File: src/rtl/huff_pkg.sv
// Shared constants, state encoding and chunk payload for the Huffman bit unpacker.
package huff_pkg;

  localparam int unsigned BYTE_W  = 8;
  localparam int unsigned CHUNK_W = 4;
  localparam int unsigned BUF_W   = 2 * BYTE_W;
  localparam int unsigned CNT_W   = 5;
  localparam int unsigned LEN_W   = 3;
  localparam int unsigned LB_W    = 4;

  typedef enum logic [1:0] {
    S_STREAM = 2'd0,
    S_DRAIN  = 2'd1,
    S_DONE   = 2'd2
  } state_t;

  typedef struct packed {
    logic [CHUNK_W-1:0] data;
    logic [LEN_W-1:0]   len;
    logic               last;
  } chunk_t;

  function automatic logic [CNT_W-1:0] min_cnt(input logic [CNT_W-1:0] a,
                                               input logic [CNT_W-1:0] b);
    return (a < b) ? a : b;
  endfunction

endpackage

File: src/rtl/huff_bit_unpacker.sv
// Re-slices an MSB-first byte stream into 1-4 bit chunks for the Huffman decoder.
module huff_bit_unpacker
  import huff_pkg::*;
(
  input  logic               clk,
  input  logic               reset_n,
  input  logic [BYTE_W-1:0]  s_byte,
  input  logic               s_byte_valid,
  output logic               s_byte_ready,
  input  logic               s_last,
  input  logic [LB_W-1:0]    s_last_bits,
  output logic               svalid,
  output logic [CHUNK_W-1:0] in_data,
  output logic [LEN_W-1:0]   in_len,
  input  logic               aready,
  output logic               chunk_last,
  output logic               done
);

  state_t             state, state_nx;
  logic [BUF_W-1:0]   bits, bits_nx;
  logic [CNT_W-1:0]   count, count_nx;
  logic               last_seen, last_seen_nx;
  chunk_t             chunk, chunk_nx;
  logic               svalid_nx;
  logic               done_nx;

  logic               accept;
  logic               xfer;
  logic               chunk_rdy;
  logic               load;
  logic [CNT_W-1:0]   take;
  logic [CNT_W-1:0]   app_len;
  logic [CNT_W-1:0]   rem_cnt;
  logic [BUF_W-1:0]   rem_bits;
  logic [BUF_W-1:0]   app_ext;
  logic [BYTE_W-1:0]  byte_mask;
  logic [CHUNK_W-1:0] top;

  // Ready depends only on registered state so the byte source sees no comb loop.
  assign s_byte_ready = (count <= CNT_W'(BYTE_W)) && !last_seen && (state == S_STREAM);
  assign in_data      = chunk.data;
  assign in_len       = chunk.len;
  assign chunk_last   = chunk.last;

  always_comb begin
    state_nx     = state;
    bits_nx      = bits;
    count_nx     = count;
    last_seen_nx = last_seen;
    chunk_nx     = chunk;
    svalid_nx    = svalid;
    done_nx      = 1'b0;

    accept    = s_byte_valid && s_byte_ready;
    xfer      = svalid && aready;
    chunk_rdy = (count >= CNT_W'(CHUNK_W)) || (last_seen && (count != '0));
    load      = chunk_rdy && (!svalid || aready);
    take      = load ? min_cnt(count, CNT_W'(CHUNK_W)) : '0;

    if (s_last && (s_last_bits != '0) && (s_last_bits < LB_W'(BYTE_W)))
      app_len = CNT_W'(s_last_bits);
    else
      app_len = CNT_W'(BYTE_W);

    // Trailing pad bits of a partial final byte are masked off before appending.
    byte_mask = BYTE_W'(8'hFF << (CNT_W'(BYTE_W) - app_len));
    rem_cnt   = count - take;
    rem_bits  = bits << take;
    app_ext   = {s_byte & byte_mask, BYTE_W'(0)} >> rem_cnt;
    top       = bits[BUF_W-1 -: CHUNK_W];

    if (load) begin
      svalid_nx     = 1'b1;
      chunk_nx.data = CHUNK_W'(top >> (CNT_W'(CHUNK_W) - take));
      chunk_nx.len  = LEN_W'(take);
      chunk_nx.last = last_seen && (rem_cnt == '0);
    end else if (xfer) begin
      svalid_nx = 1'b0;
      chunk_nx  = '0;
    end

    bits_nx  = accept ? (rem_bits | app_ext) : rem_bits;
    count_nx = accept ? (rem_cnt + app_len) : rem_cnt;

    case (state)
      S_STREAM: begin
        if (accept && s_last) begin
          last_seen_nx = 1'b1;
          state_nx     = S_DRAIN;
        end
      end
      S_DRAIN: begin
        if (xfer && chunk.last) begin
          state_nx = S_DONE;
          done_nx  = 1'b1;
        end
      end
      S_DONE: begin
        last_seen_nx = 1'b0;
        state_nx     = S_STREAM;
      end
      default: state_nx = S_STREAM;
    endcase
  end

  always_ff @(posedge clk or negedge reset_n) begin
    if (!reset_n) begin
      state     <= S_STREAM;
      bits      <= '0;
      count     <= '0;
      last_seen <= 1'b0;
      chunk     <= '0;
      svalid    <= 1'b0;
      done      <= 1'b0;
    end else begin
      state     <= state_nx;
      bits      <= bits_nx;
      count     <= count_nx;
      last_seen <= last_seen_nx;
      chunk     <= chunk_nx;
      svalid    <= svalid_nx;
      done      <= done_nx;
    end
  end

endmodule

File: config.mk
export PLATFORM = sky130hd
export DESIGN_NAME = huff_bit_unpacker
export DESIGN_NICKNAME = d
export VERILOG_FILES = /design/src/rtl/huff_pkg.sv /design/src/rtl/huff_bit_unpacker.sv
export SDC_FILE = /design/constraint.sdc
export NUM_CORES = 1
export LEC_CHECK = 0
export CORE_MARGIN = 4
export CORE_UTILIZATION = 60
export DETAILED_ROUTE_END_ITERATION = 16
export HOLD_SLACK_MARGIN = 0.12
export PLACE_DENSITY_LB_ADDON = 0.25
export SETUP_SLACK_MARGIN = 0.2
export SKIP_LAST_GASP = 1
export SLEW_MARGIN = 20
export SYNTH_ARGS = -nofsm -noshare
export SYNTH_HDL_FRONTEND = slang
export SYNTH_SLANG_ARGS = --single-unit
File: constraint.sdc
create_clock -name clk -period 10.2 [get_ports clk]
set_clock_uncertainty 0.15 [all_clocks]
set_input_delay 1.02 -clock clk [delete_from_list [all_inputs] [get_ports clk]]
set_output_delay 1.02 -clock clk [all_outputs]
set_load 0.02 [all_outputs]
Word-level counts from Yosys, hierarchy flattened
Cells that the tools add are included.
W data, S select, Z words.
- register bits: 34
- latch bits: 0
- memory bits (writable): 0
- memory bits (read-only): 0
- bits of input ports: 17
- output and inout bits: 11
- logic and storage cells: 66
- memories kept: 0
- add/subtract/negate cells: 4
- $mul: 0
- divide/modulo/power cells: 0
- $lt $le $gt $ge: 4
- equality and inequality tests: 4
- shift operators: 4
- multiplexer cells: 16
- bitwise logic cells: 2
- reductions and logical operators: 23
- operators with widths (operator ; number):
    $mux W16 ; 1
    $mux W8 ; 2
    $or A16 B16 Y16 ; 1
    $shl A16 B5 Y16 ; 1
    $shr A16 B5 Y16 ; 1
    $mux W5 ; 3
    $logic_and A1 B1 Y1 ; 11
    $and A8 B8 Y8 ; 1
    $shl A8 B5 Y8 const A ; 1
    $add A5 B5 Y5 ; 1
    $ge A5 B3 Y1 const B ; 1
    $le A5 B4 Y1 const B ; 1
    $logic_not A5 Y1 ; 1
    $lt A5 B3 Y1 const B ; 1
    $mux W1 ; 5
    $reduce_bool A5 Y1 ; 1
    $shr A4 B5 Y4 ; 1
    $sub A3 B5 Y5 const A ; 1
    $sub A4 B5 Y5 const A ; 1
    $sub A5 B5 Y5 ; 1
    $lt A4 B4 Y1 const B ; 1
    $mux W2 ; 2
    $mux W4 ; 1
    $pmux W2 S2 ; 1
    11 further kinds ; 15

Longest topological paths before layout
- depth in word-level cells: 10
- gate-level depth with buffers: 15
- depth with buffers taken out: 12

Worst setup path before layout
Ideal clock, no wire load.
- path kind: input -> register
- start: input aready
- end: register count[4]
- setup time: 125 ps
- data arrival time: 3544 ps
- data required time: 9925 ps
- path slack: 6381 ps
- stages: 15
- path buffers: 3
- cells stage by stage: nor2b_1 -> clkbuf_1 -> nor4_4 -> buf_4 -> ha_1 -> inv_1 -> fa_1 -> xnor2_1 -> inv_1 -> clkbuf_1 -> ha_1 -> a21o_1 -> a21oi_1 -> nor2_1 -> xnor2_1
- longest elaborated chain between the ends: 6
- RTL lines (what ; RTL line ; text):
    start, declared ; huff_bit_unpacker.sv:15 ; input logic aready,
    $logic_or A1 B1 Y1 (*) ; huff_bit_unpacker.sv:58 ; load = chunk_rdy && (!svalid || aready);
    $logic_and A1 B1 Y1 (*) ; huff_bit_unpacker.sv:58 ;
    $mux W5 (*) ; huff_bit_unpacker.sv:59 ; take = load ? min_cnt(count, CNT_W'(CHUNK_W)) : '0;
    $sub A5 B5 Y5 (*) ; huff_bit_unpacker.sv:68 ; rem_cnt = count - take;
    $add A5 B5 Y5 ; huff_bit_unpacker.sv:84 ; count_nx = accept ? (rem_cnt + app_len) : rem_cnt;
    $mux W5 (*) ; huff_bit_unpacker.sv:84 ;
    via count_nx[4] ; huff_bit_unpacker.sv:22 ; logic [CNT_W-1:0] count, count_nx;
    end signal, assigned ; huff_bit_unpacker.sv:119 ; count <= count_nx;
    end, declared ; huff_bit_unpacker.sv:22 ;
Mark *: on every way through the listed nets, which the timed path passes. The rest lies on a longest branch.
A chain may end at the register's enable or synchronous reset.

Worst setup path after layout
Same ends and word-level chain as after synthesis.

==> reports/results.txt <==
Worst path buffer plus inverter count: 3
Final Cycle Share: 48.7%
Vias/cell: 6.50
Max cap viols: 0
#FFs+latches synth: 34
Number of CTS-inserted buffers: 5
Area occupied by multi-input gates: 1800 um^2
Num Clock Sinks: 34
Relative slew slack: 43.8%
Hold buffer count at cts: 0
Clock Power Share: 15.9%
Unique cell type count in the Yosys netlist: 67
CP max-delay cell: xnor2_1
Worst Path Required: 10.23 ns
P_sw: 0.468 mW
FP Rows: 24
Worst-Margin Slew: 0.837 ns
Layout cell share with drive strength beyond 1: 7.93%
Drt drc: 0
Sequential share of power: 24.9%
Total gr overflow: 0
Switching Fraction: 48.1%
DR WL/cell: 17.5 um
Total Neg Setup Slack: 0 ns
Endpoint class of the critical path: flop
Layout area overhead: 15.5%
Final-report hold violation count: 0
Register area: 851 um^2
Max Freq: 201 MHz
Vias in the first global route: 2535
Cell Pwr Density: 304 nW/um^2
# fillers: 367
Largest net degree at the start of global routing: 35
Leak: 1.43 nW
Initial antenna violation count: 0
Hold Path Class: flop to flop
Horiz. Die Dim: 75.9 um
CTS H-tree depth: 2
Critical Path AT: 5.00 ns
CP Max Fanout: 16
Antenna cells: 0
First-pass GRT wire length: 12.0 mm
Finish-stage setup viols: 0
Routability congestion estimate: 0.949
Ys async rst share: 100%
Root buffer cell: clkbuf_8
Syn Area/Cell: 8.39 um^2
Clock slew at the register clock pins of the worst setup and hold paths: 0.08 ns
Post-Syn Instances: 330
Post-synth EDFFs: 0
Cell Int Power: 0.506 mW
Final net count: 381
Commonest cells post-synth: nand2_1, dfrtp_1, mux2i_1, nor2_1, a21oi_1
First DRT Iteration DRCs: 257
Post-layout min period: 4.97 ns
Setup repair bufs after CTS: 0
Die ar.: 5770 um^2
Crit-path cells: clkdlybuf4s50_1 > nor2b_1 > nor2_2 > inv_1 > ha_1 > xnor2_1 > inv_1 > ha_1 > a21o_1 > a21oi_1 > nor2_1 > xnor2_1
Post-synth top area cell: dfrtp_1
Cell family with most CP delay: buffers and inverters
Worst Slack Setup Final: 5.23 ns
CP Class: input pin to flop
Most numerous cell in the Yosys netlist: nand2_1
Post-route antenna net violation count: 0
Worst skew pair latency: 0.29 ns
Port Buffers: 27
IO Pins: 28
Die Ht: 75.9 um
Final wirelength: 7.10 mm
Core area: 4410 um^2
Main synth FF type: dfrtp_1
Clock Path Buffers: 2
Max stage delay on crit path: 0.65 ns
Final Max Slew Viols: 0
CTS tree: built
Vias: 2633
Part of the power in combinational logic: 59.2%
Post-Syn Area: 2770 um^2
Hpwl dp: 5.34 mm
Starting density of the core: 62.8%
Pre-Repair DR Iteration Count: 4
Post-CTS sizing: 0
Unrepaired setup endpoints after global routing: no
Post-synth top area share: 30.7%
Yosys warns: 0
Largest cells by area after synthesis: dfrtp_1, mux2i_1, nand2_1
Net Count, Synth: 359
Outcome: complete, no violations
Total track usage: 25.1%
Post-place setup slack: 4.99 ns
Sequential share of the synthesized area: 30.7%
Worst vdd ir: 0.000164 V
Setup crit start kind: input pin
[placed cells by master (no fill, tap or decap), drive strengths merged, types with 10 or more instances in the layout]
cell type / n
ha: 10
o21ai: 25
dfrtp: 34
clkdlybuf4s50: 27
mux2i: 23
inv: 15
nor3: 12
a21oi: 19
nand3: 10
nand2: 45
nor2: 22
[layer usage]
| metal | up-vias | track usage (%) | wire length [um] |
|---|---|---|---|
| li1 | 1259 | - | - |
| met1 | 1253 | 32.1 | 3000 |
| met3 | 21 | 4.62 | 473 |
| met2 | 100 | 40.9 | 3410 |
| met4 | 0 | 11.4 | 209 |
| met5 | - | 0 | 0 |
[power groups by stage]
stage	registers, mW	clock network [mW]	logic, mW
6_report	0.243	0.155	0.577
5_1_grt	0.248	0.163	0.636
4_1_cts	0.241	0.154	0.570
3_5_place_dp	0.243	0	0.565
3_3_place_gp	0.240	0	0.556
2_1_floorplan	0.239	0	0.420
[kinds of logic (layout without fill, tap and decap cells)]
kind of cell	count (synthesis)	in the layout	share of synthesized area, %
buffers and inverters	30	53	4.43
XOR/XNOR	9	9	3.39
multiplexers	25	25	9.12
AO/OA/AOI/OAI	94	94	22.7
other	1	1	0.135
flip-flops	34	34	30.7
adder cells (fa/ha/maj)	12	12	5.96
AND/OR/NAND/NOR	125	125	23.6
[final cells by class]
type	count	area share (%)
clock inverters	2	1.88
well taps	52	2.03
multi-input cells	266	56.1
clock buffers	6	2.58
flip-flops and latches	34	26.6
inverters	16	1.88
repair buffers	29	8.91
[path summary, 6_finish.rpt]
| path | start | slack [ns] | endpoint | cells past startpoint |
|---|---|---|---|---|
| min | in_len[0] | 0.35 | in_len[0] | 2 |
| max in group asynchronous | reset_n | 8.59 | bits[3] | 2 |
| max | aready | 5.23 | count[4] | 12 |
| max reg2reg | count[4] | 5.70 | count[4] | 12 |
| min reg2reg | in_len[0] | 0.35 | in_len[0] | 2 |
| min in group asynchronous | reset_n | 0.99 | state[1] | 2 |
[stage by stage]
step           utilization (%)  hold slack, ns  instance area [um^2]  total power, mW  instances
2_1_floorplan                -           0.314                  2770            0.659        330
3_3_place_gp              69.3           0.311                  3060            0.796        397
3_5_place_dp              69.3           0.320                  3060            0.808        397
4_1_cts                   72.5           0.344                  3200            0.965        405
5_1_grt                   72.5           0.378                  3200             1.05        405
6_report                  72.5           0.347                  3200            0.974        405
[worst register-to-register path, stage by stage (launching register included)]
cell	delay [ns]
dfrtp_1	0.43
or3_4	0.44
nor4_4	0.72
ha_1	0.29
inv_1	0.06
fa_1	0.39
xnor2_1	0.63
inv_1	0.36
ha_1	0.43
a21o_1	0.17
a21oi_1	0.14
nor2_1	0.06
xnor2_1	0.13
[sequential cells by signal, indices dropped and copies added, names as in the netlist]
register and cells:
in_len 3, count 5, last_seen 1, state 2, in_data 4, svalid 1
done 1, chunk_last 1, bits 16
Power figures use the tool's default switching activity.
